`src/rtl/snake_game_ctrl.sv`:
```
// snake_game_ctrl: per-step game sequencer for the snake game.
//   Latches collision flags between move ticks and decides on each tick
//   whether the snake moves, grows or dies. Keeps score, length and the
//   IDLE/RUN/PAUSE/OVER game state for the display path.
// Ports:
//   clk, nRst                   clock, async active-low reset
//   start_btn, pause_btn        debounced levels; rising edges start / toggle pause
//   move_tick                   1-cycle pulse per snake step
//   goodColl, badColl           apple hit / body-or-border hit levels
//   state                       00 IDLE, 01 RUN, 10 PAUSE, 11 OVER
//   move_en, grow, apple_respawn  1-cycle step strobes
//   score, length               apples eaten / current snake length
//   game_over, win              levels describing how OVER was reached
module snake_game_ctrl #(
  parameter int MAX_LEN  = 50,
  parameter int INIT_LEN = 2,
  parameter int SCORE_W  = 7
) (
  input  logic               clk,
  input  logic               nRst,
  input  logic               start_btn,
  input  logic               pause_btn,
  input  logic               move_tick,
  input  logic               goodColl,
  input  logic               badColl,
  output logic [1:0]         state,
  output logic               move_en,
  output logic               grow,
  output logic               apple_respawn,
  output logic [SCORE_W-1:0] score,
  output logic [SCORE_W-1:0] length,
  output logic               game_over,
  output logic               win
);
  typedef enum logic [1:0] {IDLE = 2'b00, RUN = 2'b01, PAUSE = 2'b10, OVER = 2'b11} state_t;
  state_t st, stNext;
  logic startQ, pauseQ, pendGood, pendBad;
  logic pendGoodNext, pendBadNext, moveEnNext, growNext, respawnNext, gameOverNext, winNext;
  logic [SCORE_W-1:0] scoreNext, lengthNext, scoreInc, lengthInc;
  logic startRise, pauseRise, hitBad, hitGood;
  assign state     = st;
  assign startRise = start_btn & ~startQ;
  assign pauseRise = pause_btn & ~pauseQ;
  // A collision on the tick cycle itself counts for that step.
  assign hitBad    = pendBad | badColl;
  assign hitGood   = pendGood | goodColl;
  assign scoreInc  = &score ? score : score + 1'b1;
  assign lengthInc = &length ? length : length + 1'b1;
  always_ff @(posedge clk or negedge nRst) begin
    if (!nRst) begin
      st            <= IDLE;
      score         <= '0;
      length        <= SCORE_W'(INIT_LEN);
      move_en       <= 1'b0;
      grow          <= 1'b0;
      apple_respawn <= 1'b0;
      game_over     <= 1'b0;
      win           <= 1'b0;
      pendGood      <= 1'b0;
      pendBad       <= 1'b0;
      startQ        <= 1'b0;
      pauseQ        <= 1'b0;
    end else begin
      st            <= stNext;
      score         <= scoreNext;
      length        <= lengthNext;
      move_en       <= moveEnNext;
      grow          <= growNext;
      apple_respawn <= respawnNext;
      game_over     <= gameOverNext;
      win           <= winNext;
      pendGood      <= pendGoodNext;
      pendBad       <= pendBadNext;
      startQ        <= start_btn;
      pauseQ        <= pause_btn;
    end
  end
  always_comb begin
    stNext       = st;
    scoreNext    = score;
    lengthNext   = length;
    moveEnNext   = 1'b0;
    growNext     = 1'b0;
    respawnNext  = 1'b0;
    gameOverNext = game_over;
    winNext      = win;
    pendGoodNext = pendGood;
    pendBadNext  = pendBad;
    unique case (st)
      IDLE, OVER: begin
        if (startRise) begin
          stNext       = RUN;
          scoreNext    = '0;
          lengthNext   = SCORE_W'(INIT_LEN);
          gameOverNext = 1'b0;
          winNext      = 1'b0;
          pendGoodNext = 1'b0;
          pendBadNext  = 1'b0;
        end
      end
      RUN: begin
        if (pauseRise) begin
          // Tick on this cycle is dropped; flags keep accumulating.
          stNext       = PAUSE;
          pendGoodNext = hitGood;
          pendBadNext  = hitBad;
        end else if (move_tick) begin
          pendGoodNext = 1'b0;
          pendBadNext  = 1'b0;
          if (hitBad) begin
            stNext       = OVER;
            gameOverNext = 1'b1;
          end else begin
            moveEnNext = 1'b1;
            if (hitGood) begin
              growNext    = 1'b1;
              respawnNext = 1'b1;
              scoreNext   = scoreInc;
              lengthNext  = lengthInc;
              if (lengthInc == SCORE_W'(MAX_LEN)) begin
                stNext  = OVER;
                winNext = 1'b1;
              end
            end
          end
        end else begin
          pendGoodNext = hitGood;
          pendBadNext  = hitBad;
        end
      end
      PAUSE: stNext = pauseRise ? RUN : PAUSE;
      default: stNext = IDLE;
    endcase
  end
endmodule

```
`config.mk`:
```
export PLATFORM = sky130hd
export DESIGN_NAME = snake_game_ctrl
export DESIGN_NICKNAME = d
export VERILOG_FILES = /design/src/rtl/snake_game_ctrl.sv
export SDC_FILE = /design/constraint.sdc
export NUM_CORES = 1
export LEC_CHECK = 0
export CELL_PAD_IN_SITES_DETAIL_PLACEMENT = 1
export CELL_PAD_IN_SITES_GLOBAL_PLACEMENT = 1
export CORE_MARGIN = 1
export CORE_UTILIZATION = 41
export CTS_BUF_LIST = sky130_fd_sc_hd__clkbuf_8 sky130_fd_sc_hd__clkbuf_16
export DETAILED_ROUTE_END_ITERATION = 10
export GPL_TIMING_DRIVEN = 1
export PLACE_DENSITY_LB_ADDON = 0.1
export SLEW_MARGIN = 20
export SYNTH_ARGS = -nofsm -noshare
export SYNTH_HDL_FRONTEND = slang
export SYNTH_SLANG_ARGS = --single-unit
```
`constraint.sdc`:
```
create_clock -name clk -period 4.4 [get_ports clk]
set_clock_uncertainty 0.15 [all_clocks]
set_input_delay 0.44 -clock clk [delete_from_list [all_inputs] [get_ports clk]]
set_output_delay 0.44 -clock clk [all_outputs]
set_load 0.01 [all_outputs]
```
After elaboration in Yosys (flattened, before gate mapping)
Index checks and enable logic that the tools add are counted.
W data, S select, Z words.
- word-level logic and storage cells: 93
- output and inout port bits: 21
- flip-flop bits (word level): 24
- reductions and logical operators: 11
- muxes and demuxes: 48
- eq/ne operators: 15
- add/subtract/negate cells: 2
- bitwise logic cells: 6
- operators by type and width (operator ; count):
    $mux W7 ; 12
    $pmux W7 S2 ; 2
    $reduce_and A7 Y1 ; 4
    $mux W1 ; 22
    $ne A2 B2 Y1 const B ; 8
    $add A7 B1 Y7 const B ; 2
    $mux W2 ; 7
    $ne A4 B4 Y1 const B ; 2
    $pmux W1 S2 ; 4
    $eq A7 B6 Y1 const B ; 1
    $pmux W2 S3 ; 1
    $reduce_and A6 Y1 ; 1
    $reduce_and A5 Y1 ; 1
    $eq A2 B2 Y1 const B ; 2
    $reduce_and A4 Y1 ; 1
    $ne A3 B3 Y1 const B ; 1
    $and A1 B1 Y1 ; 2
    $eq A2 B1 Y1 const B ; 1
    $logic_not A2 Y1 ; 1
    $not A1 Y1 ; 2
    $or A1 B1 Y1 ; 2
    $reduce_and A2 Y1 ; 1
    $reduce_bool A2 Y1 ; 1
    $reduce_or A2 Y1 ; 1

Longest topological paths before layout
Gate-level depths: netlist of run 1.
- depth after elaboration: 9
- mapped depth: 8
- gate-level depth less buffers: 7

Least setup slack after synthesis of run 1
Ideal clock, no wire load.
- path kind: reg2reg
- start: register st[0], in the netlist state[0]
- end: register score[5]
- setup time: 0.127 ns
- cell stages (with the launch flop): 7
- arrival: 2.085 ns
- path slack: 2.038 ns
- cells stage by stage: dfrtp_1 inv_1 ha_1 mux2_2 a2111oi_4 nand4_1 mux2_1
- cells in the longest elaborated chain, start to end: 4
- RTL lines (element ; line ; source):
    from (decl) ; 36 ; state_t st, stNext;
    from (signal assigned) ; 64 ; st <= stNext;
    $eq A2 B2 Y1 / $logic_not A2 Y1 (equally long branches) ; 89 ; unique case (st)
    $reduce_or A2 Y1 ; 89 ;
    $ne A2 B2 Y1 (no source line) / $reduce_bool A2 Y1 (equally long branches) ; -- ;
    $reduce_and A7 Y1 (no source line) ; -- ;
    to (signal assigned) ; 65 ; score <= scoreNext;
    to (decl) ; 30 ; output logic [SCORE_W-1:0] score,
Parallel ways exist; a longest one is shown, timed or not.
A chain may end at the register's enable or synchronous reset.

Final worst setup path of run 1
- start: register st[1], in the netlist state[1]
- end: register score[5]
The elaborated chain is that of the path after synthesis.

==> results of run 1 <==
==> path summary, 6_finish.rpt <==
| path | end | cells after the start |
|---|---|---|
| setup / recovery | score[5] | 7 |
| hold / removal | score[6] | 1 |
| setup reg to reg | score[5] | 7 |
| hold reg to reg | pendGood | 2 |
| max in group asynchronous | length[1] | 1 |
| min in group clk | pendGood | 2 |
==> sequential cells by signal, indices dropped and copies added (netlist names) <==
name	cells
apple_respawn	1
game_over	1
length	7
move_en	1
pauseQ	1
pendBad	1
pendGood	1
score	7
startQ	1
state	2
win	1
==> worst max-delay path, stage by stage (launching register included) <==
cell	delay, ns
dfrtp_1	0.43
inv_1	0.08
ha_1	0.44
inv_2	0.15
mux2_2	0.34
a2111oi_4	0.49
nand4_1	0.18
mux2_1	0.33
==> cell type report <==
cell class              instances  area [um2]  area share (%)
clock buffers                   3        41.3            2.41
repair buffers                 28         273            15.9
clock inverters                 1        3.75           0.219
flip-flops and latches         24         602            35.2
multi-input cells             106         707            41.3
well taps                      44        55.1            3.22
inverters                       8        30.0            1.75
==> where the power goes <==
group	total [mW]	switching, mW	internal [mW]
clock	0.132	0.0695	0.0624
sequential	0.331	0.0575	0.273
combinational	0.502	0.269	0.232
total	0.964	0.396	0.568
==> logic make-up after synthesis <==
| family | Yosys count | synth area share (%) |
|---|---|---|
| xor gates and xnor gates | 2 | 1.29 |
| buffers and inverters | 14 | 4.32 |
| DFF | 24 | 44.2 |
| muxes | 4 | 3.31 |
| and+or+nand+nor | 56 | 23.2 |
| adders and majority gates | 5 | 4.59 |
| AOI/OAI and AO/OA | 39 | 19.1 |
==> layer usage <==
| layer | wire, um | part of all wire (%) |
|---|---|---|
| met1 | 1550 | 49 |
| met3 | 69 | 2.2 |
| met2 | 1480 | 47 |
| met5 | 0 | 0 |
| met4 | 51 | 1.6 |
==> per-stage QoR <==
| stage | cells | instance area (um2) | total power, mW | util [%] | hold slack [ns] |
|---|---|---|---|---|---|
| 3_3_place_gp | 210 | 1670 | 0.819 | 53.7 | 0.325 |
| 4_1_cts | 214 | 1710 | 0.969 | 55.2 | 0.362 |
| 5_1_grt | 214 | 1710 | 1.04 | 55.2 | 0.0362 |
| 6_report | 214 | 1710 | 0.964 | 55.2 | 0.00667 |
| 2_1_floorplan | 144 | 1360 | 0.657 | - | -0.00559 |
| 3_5_place_dp | 210 | 1670 | 0.835 | 53.7 | 0.342 |
==> cell usage in the layout, fill, tap and decap left out, types with 3 or more instances in the layout <==
cell	instances
ha_1	5
mux2_2	3
nor2b_1	3
a22oi_1	3
clkdlybuf4s50_1	26
nand2_1	6
nand2b_1	4
dfrtp_1	23
inv_1	8
clkbuf_8	3
nand3_1	4
nor2_1	17
o21ai_0	6
a21oi_1	19
and3_1	5
==> impl_metrics.yaml, run 1 <==
outcome:
  status: "completed"
clock_network:
  clk_pin_slew_ns: 0.08
  postCtsSetupBuffers: 0
  cts_buffer_depth: 2
  cts_resized: 0
  clock_sinks: 24
  tritoncts: "built"
  cts_hold_buf: 0
  cts_buffers: 3
  cts.htree.levels: 1
  cts.root.buffer_cell: "clkbuf_8"
  insertion_delay_ns: 0.27
logic_synthesis:
  synthArstFlopShare_pct: 100
  synth_seq_cells: 24
  avgSynthCellArea_um2: 9.46
  synth-edff-count: 0
  synth.area.top_cells: "dfrtp_1 (42%), a21oi_1 (7.0%), nor2_1 (4.7%), ha_1 (4.6%), mux2_2 (2.5%)"
  yosysSeqAreaShare_pct: 44.2
  synth.most_common_cell: "dfrtp_1"
  ys_types: 41
  syn_inst: 144
  netlist_area_mm2: 0.00136
  synth_common_cells: "dfrtp_1 (23), a21oi_1 (19), nor2_1 (17)"
  synth.largest_area_cell: "dfrtp_1"
  synth_flop_cell: "dfrtp_1"
  syn-num-nets: 156
  yosysTopAreaCellShare_pct: 42.2
  yosys_warnings: 0
global_route:
  grt_pass1_wl_um: 5090
  use_met1_pct: 26.2
  met2_usage_pct: 31.4
  overflow: 0
  grt.busiest_layer: "met2"
  first_global_vias: 1107
  antenna_found_initial: 0
  grt_util_met3_pct: 2.60
  grt_max_degree: 25
  globalRouteTotalUtil_pct: 19.4
floorplan:
  die_h_um: 59.7
  io_pins: 28
  start_util_pct: 43.9
  row_count: 20
  dieArea_mm2: 0.00356
  core_mm2: 0.00310
  die_w_um: 59.7
sta:
  rsz0062_at_grt: "false"
  fin_crit_sh_pct: 61.4
  slew_viol_final: 0
  setup_slack_ns: 1.70
  setup_viol: 0
  slew_headroom_pct: 54.6
  max_freq_mhz: 370
  tns_ns: 0
  hold_viol_final: 0
  min_period_ns: 2.70
  worst_slew_pin_slew_ns: 0.678
cells_and_area:
  nets: 183
  drive_gt1_share_pct: 11.2
  antenna_cells: 0
  syn_to_final_growth_pct: 25.6
  fillers: 380
critical_path:
  cp.required_ns: 4.41
  cp_max_fo: 13
  r2r_slack_ns: 1.70
  arrival_ns: 2.71
  critPathLaunch: "state[1]"
  crit_type: "reg2reg"
  setup.worst_path.start_class: "register"
  reg2reg_from: "state[1]"
  cp-end-kind: "register"
run:
  maxCapViolations: 0
min_path:
  hp-class: "in2async"
drt:
  via_count: 1134
  drt-total-wl_um: 3150
  viasPerCell: 5.30
  wl_per_cell_um: 14.7
  drt_iter0_drc: 34
  drtAntennaViolNets: 0
  drc_errors: 0
  dr.pass1.iters: 4
power_and_ir_drop:
  power_density_mw_per_mm2: 563
  leakage_nw: 0.735
  ir_drop_mv: 0.292
placed_design:
  io_buffer_count: 27
  dp_hpwl_um: 2320
  dp_slack_ns: 1.62
  finalWeightedCongestion: 0.790
Power figures use the tool's default switching activity.
==> run 2: changes to the inputs <==
--- a/config.mk
+++ b/config.mk
@@ -8,7 +8,7 @@
 export CELL_PAD_IN_SITES_DETAIL_PLACEMENT = 1
 export CELL_PAD_IN_SITES_GLOBAL_PLACEMENT = 1
 export CORE_MARGIN = 1
-export CORE_UTILIZATION = 41
+export CORE_UTILIZATION = 38
 export CTS_BUF_LIST = sky130_fd_sc_hd__clkbuf_8 sky130_fd_sc_hd__clkbuf_16
 export DETAILED_ROUTE_END_ITERATION = 10
 export GPL_TIMING_DRIVEN = 1
==> constraint.sdc (replaced) <==
create_clock -name clk -period 2.6 [get_ports clk]
set_clock_uncertainty 0.15 [all_clocks]
set_input_delay 0.26 -clock clk [delete_from_list [all_inputs] [get_ports clk]]
set_output_delay 0.26 -clock clk [all_outputs]
set_load 0.01 [all_outputs]
==> impl_metrics.yaml, run 2 (synthesized netlist as in run 1, its figures left out) <==
clock_network:
  cts.root.buffer_cell: "clkbuf_8"
  cts_buffer_depth: 2
  cts_buffers: 3
  clk_pin_slew_ns: 0.09
  insertion_delay_ns: 0.27
  cts_resized: 0
  cts.htree.levels: 1
  tritoncts: "built"
  cts_hold_buf: 0
  clock_sinks: 24
  postCtsSetupBuffers: 0
critical_path:
  cp.required_ns: 2.61
  path_cells: "inv_1 > ha_1 > inv_2 > mux2_2 > a2111oi_4 > buf_4 > a311oi_1 > a41o_2"
  crit_type: "reg2reg"
  cpLargestDelayFamily: "compound AO/OA/AOI/OAI gates"
  cp-end-kind: "register"
  setup.worst_path.start_class: "register"
  critPathSlowestCell: "dfrtp_1"
  arrival_ns: 2.37
  slowest_delay_ns: 0.43
  worst-path-buf-inv: 3
  cp_max_fo: 7
global_route:
  met2_usage_pct: 33.0
  grt_pass1_wl_um: 5520
  first_global_vias: 1212
  use_met1_pct: 26.8
  grt_max_degree: 25
  globalRouteTotalUtil_pct: 19.4
  overflow: 0
  antenna_found_initial: 0
  grt.busiest_layer: "met2"
  grt_util_met3_pct: 2.28
floorplan:
  io_pins: 28
  dieArea_mm2: 0.00383
  row_count: 21
  start_util_pct: 40.2
  core_mm2: 0.00339
  die_w_um: 61.9
  die_h_um: 61.9
placed_design:
  io_buffer_count: 27
  finalWeightedCongestion: 0.818
  dp_hpwl_um: 2550
sta:
  setup_viol: 0
  slew_viol_final: 0
  max_freq_mhz: 424
  fin_crit_sh_pct: 90.8
  slew_headroom_pct: 66.0
  min_period_ns: 2.36
  hold_viol_final: 0
  rsz0062_at_grt: "false"
  tns_ns: 0
  worst_slew_pin_slew_ns: 0.510
cells_and_area:
  syn_to_final_growth_pct: 30.9
  final_cell_mix: "clkdlybuf4s50_1 (27), dfrtp_1 (23), a21oi_1 (19)"
  antenna_cells: 0
  drive_gt1_share_pct: 14.6
  nets: 191
  final_common_cell: "clkdlybuf4s50_1"
drt:
  drt-total-wl_um: 3370
  dr.pass1.iters: 4
  drtAntennaViolNets: 0
  drc_errors: 0
  wl_per_cell_um: 15.1
  via_count: 1209
  viasPerCell: 5.40
  drt_iter0_drc: 17
power_and_ir_drop:
  leakage_nw: 0.775
  ir_drop_mv: 0.358
  power_density_mw_per_mm2: 980
  total_power_mw: 1.75
outcome:
  status: "completed"
min_path:
  hp-class: "in2async"
run:
  maxCapViolations: 0
[run 2: changes by cell type in the layout (fill, tap and decap cells not counted)]
cell             change
buf_2                -1
buf_4                +8
clkbuf_8             +1
clkdlybuf4s50_1      +1
inv_1                -1
nor3b_1              +1
nor3b_2              -1
[run 2: layer usage]
layer / share of wire, % / vias up
met5: 0 / -
met4: 0.80 / 0
met3: 2.9 / 5
met2: 49 / 19
met1: 47 / 596
li1: - / 589
[run 2: worst paths after layout]
kind,startpoint,to,cells after the start,slack (ns)
max reg2reg,state[1],score[3],8,0.24
min reg2reg,pendGood,pendGood,2,0.35
min in group clk,pendGood,pendGood,2,0.35
max,state[1],score[3],8,0.24
max in group asynchronous,nRst,length[1],2,1.81
min,nRst,length[4],2,0.20
[run 2: stage by stage]
step	cells	hold WS, ns	worst slack, ns	instance area (um2)	utilization (%)
4_1_cts	224	0.210	0.192	1780	52.6
3_5_place_dp	220	0.342	0.208	1730	51.0
3_3_place_gp	220	0.333	0.208	1730	51.0
6_report	224	0.203	0.240	1780	52.6
2_1_floorplan	144	-0.186	0.238	1360	-
5_1_grt	224	0.241	0.00294	1780	52.6
[run 2: layout make-up]
cell class / count / area (um2)
Clock buffer: 4 / 55.1
Multi-Input combinational cell: 106 / 702
Sequential cell: 24 / 602
Fill cell: 399 / 1610
Timing Repair Buffer: 36 / 338
Tap cell: 46 / 57.6
Inverter: 8 / 30.0
[run 2: report_power, final]
| part | switching, mW | internal, mW |
|---|---|---|
| Sequential | 0.0912 | 0.462 |
| Clock | 0.122 | 0.135 |
| Combinational | 0.485 | 0.452 |
| Total | 0.698 | 1.05 |
[run 2: worst register-to-register path, stage by stage, from the launching register on]
cell       delay, ns
dfrtp_1         0.43
inv_1           0.09
ha_1            0.30
inv_2           0.12
mux2_2          0.32
a2111oi_4       0.28
buf_4           0.22
a311oi_1        0.10
a41o_2          0.24
==> run 3: changes to the inputs <==
--- a/config.mk
+++ b/config.mk
@@ -8,7 +8,7 @@
 export CELL_PAD_IN_SITES_DETAIL_PLACEMENT = 1
 export CELL_PAD_IN_SITES_GLOBAL_PLACEMENT = 1
 export CORE_MARGIN = 1
-export CORE_UTILIZATION = 38
+export CORE_UTILIZATION = 34
 export CTS_BUF_LIST = sky130_fd_sc_hd__clkbuf_8 sky130_fd_sc_hd__clkbuf_16
 export DETAILED_ROUTE_END_ITERATION = 10
 export GPL_TIMING_DRIVEN = 1
@@ -17,3 +17,4 @@
 export SYNTH_ARGS = -nofsm -noshare
 export SYNTH_HDL_FRONTEND = slang
 export SYNTH_SLANG_ARGS = --single-unit
+export TNS_END_PERCENT = 30
==> constraint.sdc (replaced) <==
create_clock -name clk -period 2.1 [get_ports clk]
set_clock_uncertainty 0.15 [all_clocks]
set_input_delay 0.21 -clock clk [delete_from_list [all_inputs] [get_ports clk]]
set_output_delay 0.21 -clock clk [all_outputs]
set_load 0.01 [all_outputs]
==> impl_metrics.yaml, run 3 (synthesized netlist as in run 1, its figures left out) <==
outcome:
  status: "finished with violations"
  failed_checks: "negative setup slack"
drt:
  drtAntennaViolNets: 0
  drt-total-wl_um: 3900
  viasPerCell: 5.26
  wl_per_cell_um: 15.5
  drt_iter0_drc: 34
  dr.pass1.iters: 4
  via_count: 1320
  drc_errors: 0
clock_network:
  clk_pin_slew_ns: 0.09
  cts.root.buffer_cell: "clkbuf_8"
  cts_buffer_depth: 2
  cts.htree.levels: 1
  tritoncts: "built"
  clock_sinks: 24
  insertion_delay_ns: 0.28
  cts_buffers: 3
cells_and_area:
  fillers: 440
  drive_gt1_share_pct: 31.0
  syn_to_final_growth_pct: 51.8
  final_cell_mix: "buf_4 (31), clkdlybuf4s50_1 (27), dfrtp_1 (22)"
  nets: 216
  antenna_cells: 0
  final_common_cell: "buf_4"
  fin_util_pct: 55.2
floorplan:
  core_mm2: 0.00374
  row_count: 22
  die_w_um: 65.3
  dieArea_mm2: 0.00426
  start_util_pct: 36.4
  die_h_um: 65.3
  io_pins: 28
critical_path:
  r2r_slack_ns: -0.1
  crit_type: "reg2reg"
  worstRegToRegCells: 7
  setup.worst_path.start_class: "register"
  cp-end-kind: "register"
  reg2reg_from: "state[0]"
  cp_max_fo: 6
  arrival_ns: 2.23
  cp.required_ns: 2.13
  r2r_end: "score[3]"
sta:
  worst_slew_pin_slew_ns: 0.357
  tns_ns: -0.280
  setup_viol: 5
  min_period_ns: 2.20
  fin_crit_sh_pct: 105
  slew_headroom_pct: 76.2
  setup_slack_ns: -0.0991
  max_freq_mhz: 455
  hold_viol_final: 0
  slew_viol_final: 0
  rsz0062_at_grt: "true"
global_route:
  antenna_found_initial: 0
  first_global_vias: 1378
  grt_pass1_wl_um: 6240
  globalRouteTotalUtil_pct: 19.1
  overflow: 0
  grt_max_degree: 25
placed_design:
  io_buffer_count: 27
  finalWeightedCongestion: 0.749
  dp_hpwl_um: 2880
power_and_ir_drop:
  combinationalPowerShare_pct: 59.4
  ir_drop_mv: 0.519
  power_switching_mw: 1.01
  power_density_mw_per_mm2: 1320
  switching_share_pct: 37.2
  p_int_mw: 1.71
  leakage_nw: 0.919
  power_frac_seq_pct: 25.0
  clock_power_share_pct: 15.6
run:
  maxCapViolations: 0
min_path:
  hp-class: "in2async"
run 3: changes by cell type in the layout (fill, tap and decap cells not counted), moves of 2 or more:
cell / before / now
inv_2: 1 / 3
buf_4: 9 / 31
a21oi_2: 0 / 3
ha_1: 5 / 1
ha_2: 0 / 2
a21oi_1: 19 / 16
ha_4: 0 / 2
mux2_2: 3 / 1
buf_6: 0 / 2
inv_1: 7 / 5
mux2_4: 0 / 2
run 3: worst max-delay path by stage:
stage          startpoint        to  slack [ns]  cells past startpoint
2_1_floorplan    state[0]  score[5]       -0.21                      6
3_3_place_gp    start_btn  score[0]       -0.12                      6
3_5_place_dp    start_btn  score[0]       -0.19                      6
4_1_cts          state[1]  score[0]       -0.04                      7
5_1_grt          state[0]  score[3]       -0.15                      7
6_report         state[0]  score[3]        -0.1                      7
run 3: metal layers:
metal	vias up	share of wire, %	track usage (%)
met5	-	0	0
met4	0	1.5	8.15
met3	5	2.5	2.43
met2	20	51	34.5
met1	665	45	22.3
li1	630	-	-
run 3: cell type report:
cell class                 instances  area, um2  area share [%]
multi-input combinational        106        763            36.9
sequential                        24        603            29.2
timing repair buffer              61        541            26.1
tap                               48       60.1            2.90
clock buffer                       3       41.3            2.00
clock inverter                     1       30.0            1.45
inverter                           8       30.0            1.45
run 3: stage by stage:
step	instances	hold WS, ns	total power [mW]	cell area, um2	setup slack, ns
after CTS	251	0.151	2.67	2040	-0.0399
after global placement	243	0.334	2.04	1910	-0.122
after global routing	251	0.173	2.89	2070	-0.155
after detailed placement	243	0.346	2.10	1910	-0.193
final	251	0.144	2.72	2070	-0.0991
after floorplan	144	-0.236	1.42	1380	-0.209
run 3: power groups by stage:
stage | Combinational, mW | Clock [mW] | Sequential, mW
after CTS | 1.56 | 0.437 | 0.673
after detailed placement | 1.42 | 0 | 0.681
after global routing | 1.74 | 0.451 | 0.697
after floorplan | 0.701 | 0 | 0.719
final | 1.62 | 0.426 | 0.680
after global placement | 1.37 | 0 | 0.672
run 3: critical path, cell delays in order (launching register included):
cell	delay, ns
dfrtp_1	0.45
inv_2	0.08
ha_4	0.28
mux2_4	0.32
a2111oi_4	0.26
buf_4	0.22
a311oi_1	0.10
a41o_2	0.24
run 3: timing repair:
action | CTS | global route
setup endpoints to repair | 9 | 12
buffers inserted | 4 | 0
pin swaps | 2 | 2
resized for setup | 10 | 7
hold buffers | 0 | 0
